[src/rtl/pwm_pkg.sv]
// -----------------------------------------------------------------------------
// pwm_pkg
//   Shared types and constants for the PWM peripheral.
//   pwm_cfg_t packs the five SPI configuration bytes into one 40-bit word so the
//   whole configuration can be synchronised and compared as a single value.
//   The bit order matches the concatenation
//   {duty, pwm_15_8, pwm_7_0, out_15_8, out_7_0}.
// -----------------------------------------------------------------------------
package pwm_pkg;

  localparam int NUM_CH   = 16;
  localparam int PWM_BITS = 8;

  // Duty value that means "100 %": the pin never goes low.
  localparam logic [PWM_BITS-1:0] DUTY_FULL = 8'hFF;

  typedef struct packed {
    logic [PWM_BITS-1:0] duty;
    logic [NUM_CH-1:0]   pwm_en;
    logic [NUM_CH-1:0]   out_en;
  } pwm_cfg_t;

  localparam int CFG_W = $bits(pwm_cfg_t);

  // Waveform level for one counter step. Full duty is special-cased because a
  // plain compare (cnt < 8'hFF) would leave the pin low for one step in 256.
  function automatic logic pwm_level(input logic [PWM_BITS-1:0] cnt,
                                     input logic [PWM_BITS-1:0] duty);
    return (duty == DUTY_FULL) || (cnt < duty);
  endfunction

endpackage

[src/rtl/pwm_cfg_sync.sv]
// -----------------------------------------------------------------------------
// pwm_cfg_sync
//   Brings the configuration word from the SPI clock domain into the system
//   clock domain and only accepts it once it has been steady for a while.
//   Ports:
//     clk, rst - system clock, asynchronous active-high reset
//     cfg_in   - raw configuration word (may change at any time)
//     pending  - last configuration that was seen steady for STABLE_CYCLES
//                consecutive synchronised samples
//   Parameter:
//     STABLE_CYCLES - required run of identical synchronised samples (>= 1)
// -----------------------------------------------------------------------------
module pwm_cfg_sync
  import pwm_pkg::*;
#(
  parameter int STABLE_CYCLES = 2
) (
  input  logic     clk,
  input  logic     rst,
  input  pwm_cfg_t cfg_in,
  output pwm_cfg_t pending
);

  localparam int CNT_W = $clog2(STABLE_CYCLES + 1);
  localparam logic [CNT_W-1:0] STABLE_MAX = CNT_W'(STABLE_CYCLES);

  pwm_cfg_t         s1_q, s1_d;
  pwm_cfg_t         s2_q, s2_d;
  pwm_cfg_t         pending_q, pending_d;
  logic [CNT_W-1:0] stab_cnt_q, stab_cnt_d;

  always_comb begin
    s1_d       = cfg_in;
    s2_d       = s1_q;
    stab_cnt_d = stab_cnt_q;
    pending_d  = pending_q;

    // Comparing s2's next value with its current one means stab_cnt_q reads 0
    // in exactly the cycle where s2 differs from its previous-cycle value.
    if (s2_d != s2_q)
      stab_cnt_d = '0;
    else if (stab_cnt_q != STABLE_MAX)
      stab_cnt_d = stab_cnt_q + 1'b1;

    // When the count sits at the limit s2 has not moved for STABLE_CYCLES
    // clocks; reloading the same value while saturated is harmless.
    if (stab_cnt_d == STABLE_MAX)
      pending_d = s2_q;
  end

  always_ff @(posedge clk or posedge rst) begin
    if (rst) begin
      s1_q       <= '0;
      s2_q       <= '0;
      stab_cnt_q <= '0;
      pending_q  <= '0;
    end else begin
      s1_q       <= s1_d;
      s2_q       <= s2_d;
      stab_cnt_q <= stab_cnt_d;
      pending_q  <= pending_d;
    end
  end

  assign pending = pending_q;

endmodule

[src/rtl/pwm_peripheral.sv]
// -----------------------------------------------------------------------------
// pwm_peripheral
//   Turns the SPI configuration bytes into 16 pin drives. Each pin is forced
//   low, driven statically high, or follows one shared 8-bit PWM waveform.
//   Ports:
//     clk, rst          - system clock, asynchronous active-high reset
//     en_reg_out_7_0    - static output enable, pins 7..0
//     en_reg_out_15_8   - static output enable, pins 15..8
//     en_reg_pwm_7_0    - PWM-mode select, pins 7..0
//     en_reg_pwm_15_8   - PWM-mode select, pins 15..8
//     pwm_duty_cycle    - shared duty (0 = off, 8'hFF = always on)
//     out               - registered pin drive
//     period_start      - one-clock pulse when the PWM counter wraps 255 -> 0
//   Parameters:
//     CLK_DIV        - system clocks per PWM counter step (>= 1)
//     STABLE_CYCLES  - steady synchronised samples before a config is accepted
// -----------------------------------------------------------------------------
module pwm_peripheral
  import pwm_pkg::*;
#(
  parameter int CLK_DIV       = 13,
  parameter int STABLE_CYCLES = 2
) (
  input  logic              clk,
  input  logic              rst,
  input  logic [7:0]        en_reg_out_7_0,
  input  logic [7:0]        en_reg_out_15_8,
  input  logic [7:0]        en_reg_pwm_7_0,
  input  logic [7:0]        en_reg_pwm_15_8,
  input  logic [7:0]        pwm_duty_cycle,
  output logic [NUM_CH-1:0] out,
  output logic              period_start
);

  localparam int DIV_W = (CLK_DIV > 1) ? $clog2(CLK_DIV) : 1;
  localparam logic [DIV_W-1:0]    DIV_LAST = DIV_W'(CLK_DIV - 1);
  localparam logic [PWM_BITS-1:0] CNT_LAST = '1;

  // ---------------------------------------------------------------------------
  // Configuration crossing and filtering
  // ---------------------------------------------------------------------------
  pwm_cfg_t cfg_in;
  pwm_cfg_t pending;

  assign cfg_in = '{duty:   pwm_duty_cycle,
                    pwm_en: {en_reg_pwm_15_8, en_reg_pwm_7_0},
                    out_en: {en_reg_out_15_8, en_reg_out_7_0}};

  pwm_cfg_sync #(
    .STABLE_CYCLES(STABLE_CYCLES)
  ) u_cfg_sync (
    .clk    (clk),
    .rst    (rst),
    .cfg_in (cfg_in),
    .pending(pending)
  );

  // ---------------------------------------------------------------------------
  // Prescaler, PWM counter, active settings, pin drive
  // ---------------------------------------------------------------------------
  logic [DIV_W-1:0]    div_cnt_q, div_cnt_d;
  logic [PWM_BITS-1:0] pwm_cnt_q, pwm_cnt_d;
  logic [NUM_CH-1:0]   act_pwm_en_q, act_pwm_en_d;
  logic [PWM_BITS-1:0] act_duty_q, act_duty_d;
  logic [NUM_CH-1:0]   out_q, out_d;

  logic                tick;
  logic                wrap;
  logic                lvl;
  logic [NUM_CH-1:0]   act_out_en;

  // Enables carry no waveform timing, so they follow the pending config
  // straight away; only the registered pin drive adds a clock.
  assign act_out_en = pending.out_en;

  always_comb begin
    tick = (div_cnt_q == DIV_LAST);
    wrap = tick && (pwm_cnt_q == CNT_LAST);
    lvl  = pwm_level(pwm_cnt_q, act_duty_q);

    div_cnt_d = tick ? '0 : div_cnt_q + 1'b1;
    pwm_cnt_d = tick ? pwm_cnt_q + 1'b1 : pwm_cnt_q;

    // PWM select and duty change only on the wrap so a period is never cut
    // short or stretched. A pending update landing on that same edge is not
    // seen here and waits for the following wrap.
    act_pwm_en_d = act_pwm_en_q;
    act_duty_d   = act_duty_q;
    if (wrap) begin
      act_pwm_en_d = pending.pwm_en;
      act_duty_d   = pending.duty;
    end

    // Enabled pins are high unless in PWM mode, where they follow lvl.
    out_d = act_out_en & (~act_pwm_en_q | {NUM_CH{lvl}});
  end

  always_ff @(posedge clk or posedge rst) begin
    if (rst) begin
      div_cnt_q    <= '0;
      pwm_cnt_q    <= '0;
      act_pwm_en_q <= '0;
      act_duty_q   <= '0;
      out_q        <= '0;
    end else begin
      div_cnt_q    <= div_cnt_d;
      pwm_cnt_q    <= pwm_cnt_d;
      act_pwm_en_q <= act_pwm_en_d;
      act_duty_q   <= act_duty_d;
      out_q        <= out_d;
    end
  end

  assign out          = out_q;
  assign period_start = wrap;

endmodule

[config.mk]
export PLATFORM = sky130hd
export DESIGN_NAME = pwm_peripheral
export DESIGN_NICKNAME = d
export VERILOG_FILES = /design/src/rtl/pwm_pkg.sv /design/src/rtl/pwm_cfg_sync.sv /design/src/rtl/pwm_peripheral.sv
export SDC_FILE = /design/constraint.sdc
export NUM_CORES = 1
export LEC_CHECK = 0
export CAP_MARGIN = 20
export CORE_MARGIN = 8
export CORE_UTILIZATION = 30
export CTS_CLUSTER_DIAMETER = 50
export DETAILED_ROUTE_END_ITERATION = 6
export GPL_TIMING_DRIVEN = 0
export HOLD_SLACK_MARGIN = 0.05
export PLACE_DENSITY = 0.55
export SLEW_MARGIN = 20
export SYNTH_ARGS = -nofsm -noshare
export SYNTH_HDL_FRONTEND = slang
export SYNTH_SLANG_ARGS = --single-unit
[constraint.sdc]
create_clock -name clk -period 5.09 [get_ports clk]
set_clock_uncertainty 0.05 [all_clocks]
set_input_delay 0.509 -clock clk [delete_from_list [all_inputs] [get_ports clk]]
set_output_delay 0.509 -clock clk [all_outputs]
set_load 0.02 [all_outputs]
==> impl_metrics.py <==
metrics = {
    "floorplan": {
        "die_h_um": 164,
        "num_rows": 54,
        "core_mm2": 0.0217,
        "die-area_mm2": 0.0269,
        "num_io_pins": 59,
        "die_x_um": 164,
        "start_util_pct": 30.3,
    },
    "final_layout": {
        "area_growth_pct": 25.6,
        "postLayoutCellArea_mm2": 0.00825,
        "nets": 556,
        "fin_cells": 795,
        "antenna_cells": 0,
        "drive_gt1_share_pct": 21.2,
    },
    "route": {
        "final_antenna_net_count": 0,
        "viasPerCell": 4.45,
        "wl_met1_mm": 6.16,
        "post_drt_wl_per_cell_um": 16.4,
        "drc_errors": 0,
        "top_layer_used": "met4",
        "wl_met2_mm": 6.24,
        "firstDrtPassIters": 4,
        "wirelength_mm": 13.1,
        "dr_wl_met3_um": 505,
        "routed-via-count": 3535,
        "drtIter0Drc": 291,
    },
    "synth": {
        "synthFlopType": "dfrtp_1",
        "synth_cells": 421,
        "synth_edf_count": 0,
        "synth_seq_area_share_pct": 66.3,
        "syn_nets": 474,
        "synth_top_cell_by_area": "dfrtp_1",
        "synthTopCellsByArea": "dfrtp_1 66%, mux2_4 9.1%, xor2_1 5.7%, mux2_2 4.3%, nand3_1 2.7%",
        "avgSynthCellArea_um2": 15.6,
        "yosys.area.top_type_share_pct": 66.3,
        "synthArstFlopShare_pct": 100,
        "synth-seq-cells": 174,
        "ys_types": 29,
        "synth-warning-count": 0,
        "syn_area_mm2": 0.00657,
    },
    "global_route": {
        "grt_pass1_wl_mm": 21.2,
        "grt_usage_pct": 10.3,
        "grt_remaining_overflow": 0,
        "first_global_vias": 3917,
        "antenna_found_initial": 0,
        "grt_start_max_net_pins": 37,
    },
    "cts": {
        "hold_buffers": 0,
        "ctsResizeCount": 0,
        "path_clk_slew_ns": 0.07,
        "cts_tree": "yes",
        "cts_made_buffers": 17,
        "clkLatencyLatePin_ns": 0.42,
        "clk_path_buf_depth": 2,
        "root_buffer": "clkbuf_16",
        "htree_levels": 4,
        "clkSinkCount": 174,
        "post_cts_buffers": 0,
    },
    "place": {
        "place_inst": 764,
        "place_ws_ns": 1.63,
        "dp_hpwl_mm": 9.47,
        "port_buffers": 58,
        "gp_congestion": 0.833,
        "postPlaceCellArea_mm2": 0.00760,
    },
    "setup_path": {
        "max_stage_delay_ns": 0.71,
        "cp-end-kind": "primary output",
        "cp.arrival_ns": 3.32,
        "path_cells": "inv_1, ha_1, and3_1, clkbuf_1, nand2_1, nor2_1, and3_1, buf_2, buf_2, clkdlybuf4s50_1",
        "crit_fanout": 10,
        "start_kind": "flop",
        "crit_slowest_cell": "clkdlybuf4s50_1",
        "crit_required_ns": 4.53,
        "critical_path_class": "flop to primary output",
    },
    "sta": {
        "rsz0062_at_grt": "false",
        "tightest_slew_ns": 0.612,
        "fin_setup_tns_ns": 0,
        "fin_crit_sh_pct": 76.1,
        "holdWs_ns": 0.339,
        "period_minus_slack_ns": 3.87,
        "maxSlewHeadroom_pct": 59.2,
        "setup_viol": 0,
        "slew_viol_final": 0,
        "finalHoldViolations": 0,
        "layout_setup_ws_ns": 1.22,
        "fmax_ghz": 0.258,
    },
    "worst_hold_path": {
        "hold_class": "flop to flop",
    },
    "run": {
        "maxCapViolCount": 0,
    },
    "power": {
        "power_density_mw_per_mm2": 357,
        "power.static_leakage_uw": 0.00379,
        "ir_drop_v": 0.000208,
    },
    "status": {
        "outcome": "finished, final reports clean",
    },
}
-- cells in the final DEF (no fill, tap or decap), drive strengths merged, types with 4 or more instances in the layout --
cell           instances
and3                   4
ha                    11
buf                   13
nand3                 35
clkdlybuf4s50         58
clkbuf                31
inv                   12
dfrtp                174
xnor2                  5
nand4                  4
nor2                   4
mux2                  65
o311a                 16
bufinv                 5
nor4                  10
clkinvlp               4
xor2                  43
-- cells by family after synthesis --
family / after synthesis / synth area share [%]
DFF: 174 / 66.3
and+or+nand+nor: 68 / 5.58
muxes: 65 / 13.4
xor gates and xnor gates: 48 / 6.40
buffers and inverters: 31 / 2.93
AOI/OAI and AO/OA: 24 / 3.29
adders and majority gates: 11 / 2.09
-- synthesized netlist by cell type (all sizes together) (2+ instances only) --
master  instances
a21o            3
a21oi           2
and2            2
and3            4
buf             8
clkbuf         10
dfrtp         174
ha             11
inv            13
mux2           65
nand2           3
nand2b          2
nand3          35
nand4           4
nor2            4
nor4           10
o311a          16
xnor2           5
xor2           43
-- critical path, delay by kind of cell (launching register included) --
| kind | cells | cell delay (ns) |
|---|---|---|
| fa+ha+maj | 1 | 0.17 |
| buf+inv | 5 | 1.62 |
| simple gates | 4 | 0.70 |
| flops | 1 | 0.41 |
-- sequential cells by signal, summed over array words and instances, names as in the netlist, 4 cells and up --
| signal | cells |
|---|---|
| pwm_cnt_q | 8 |
| u_cfg_sync.s2_q | 40 |
| u_cfg_sync.s1_q | 40 |
| act_duty_q | 8 |
| act_pwm_en_q | 16 |
| out | 16 |
| u_cfg_sync.pending | 40 |
| div_cnt_q | 4 |
-- worst paths after layout --
kind	slack, ns	endpoint	from	cells past startpoint
setup / recovery	1.22	period_start	div_cnt_q[0]	10
hold / removal	0.34	u_cfg_sync.s2_q[13]	u_cfg_sync.s1_q[13]	0
setup reg to reg	2.36	act_pwm_en_q[10]	div_cnt_q[0]	10
hold reg to reg	0.34	u_cfg_sync.s2_q[13]	u_cfg_sync.s1_q[13]	0
max in group asynchronous	3.56	u_cfg_sync.s2_q[14]	rst	5
min in group asynchronous	0.44	out[1]	rst	2
-- power breakdown --
part	internal, uW	total (uW)	leakage, uW	switching, uW
sequential	1420	1440	0.00223	25.1
clock	894	1410	0.000305	518
combinational	49.9	93.7	0.00126	43.7
-- layer usage --
metal / GRT usage [%] / vias to the layer above
met5: 0 / -
met4: 3.80 / 0
met3: 2.91 / 17
met2: 16.1 / 64
met1: 13.5 / 1821
li1: - / 1633
-- metrics by stage --
step                      util, %  total power [uW]
final                        38.0              2950
after global routing         38.0              3050
after CTS                    38.0              2990
after detailed placement     35.1              1560
after global placement       34.6              1550
after floorplan                 -              1500
-- cell type report --
type,instances,area [um2]
plain buffers,18,144
clock buffers,21,460
clock inverters,10,186
fillers,2003,13400
inverters,13,52.6
multi-input cells,216,2020
flip-flops and latches,174,4350
well taps,280,350
repair buffers,63,681
(Power assumes the default switching activity.)
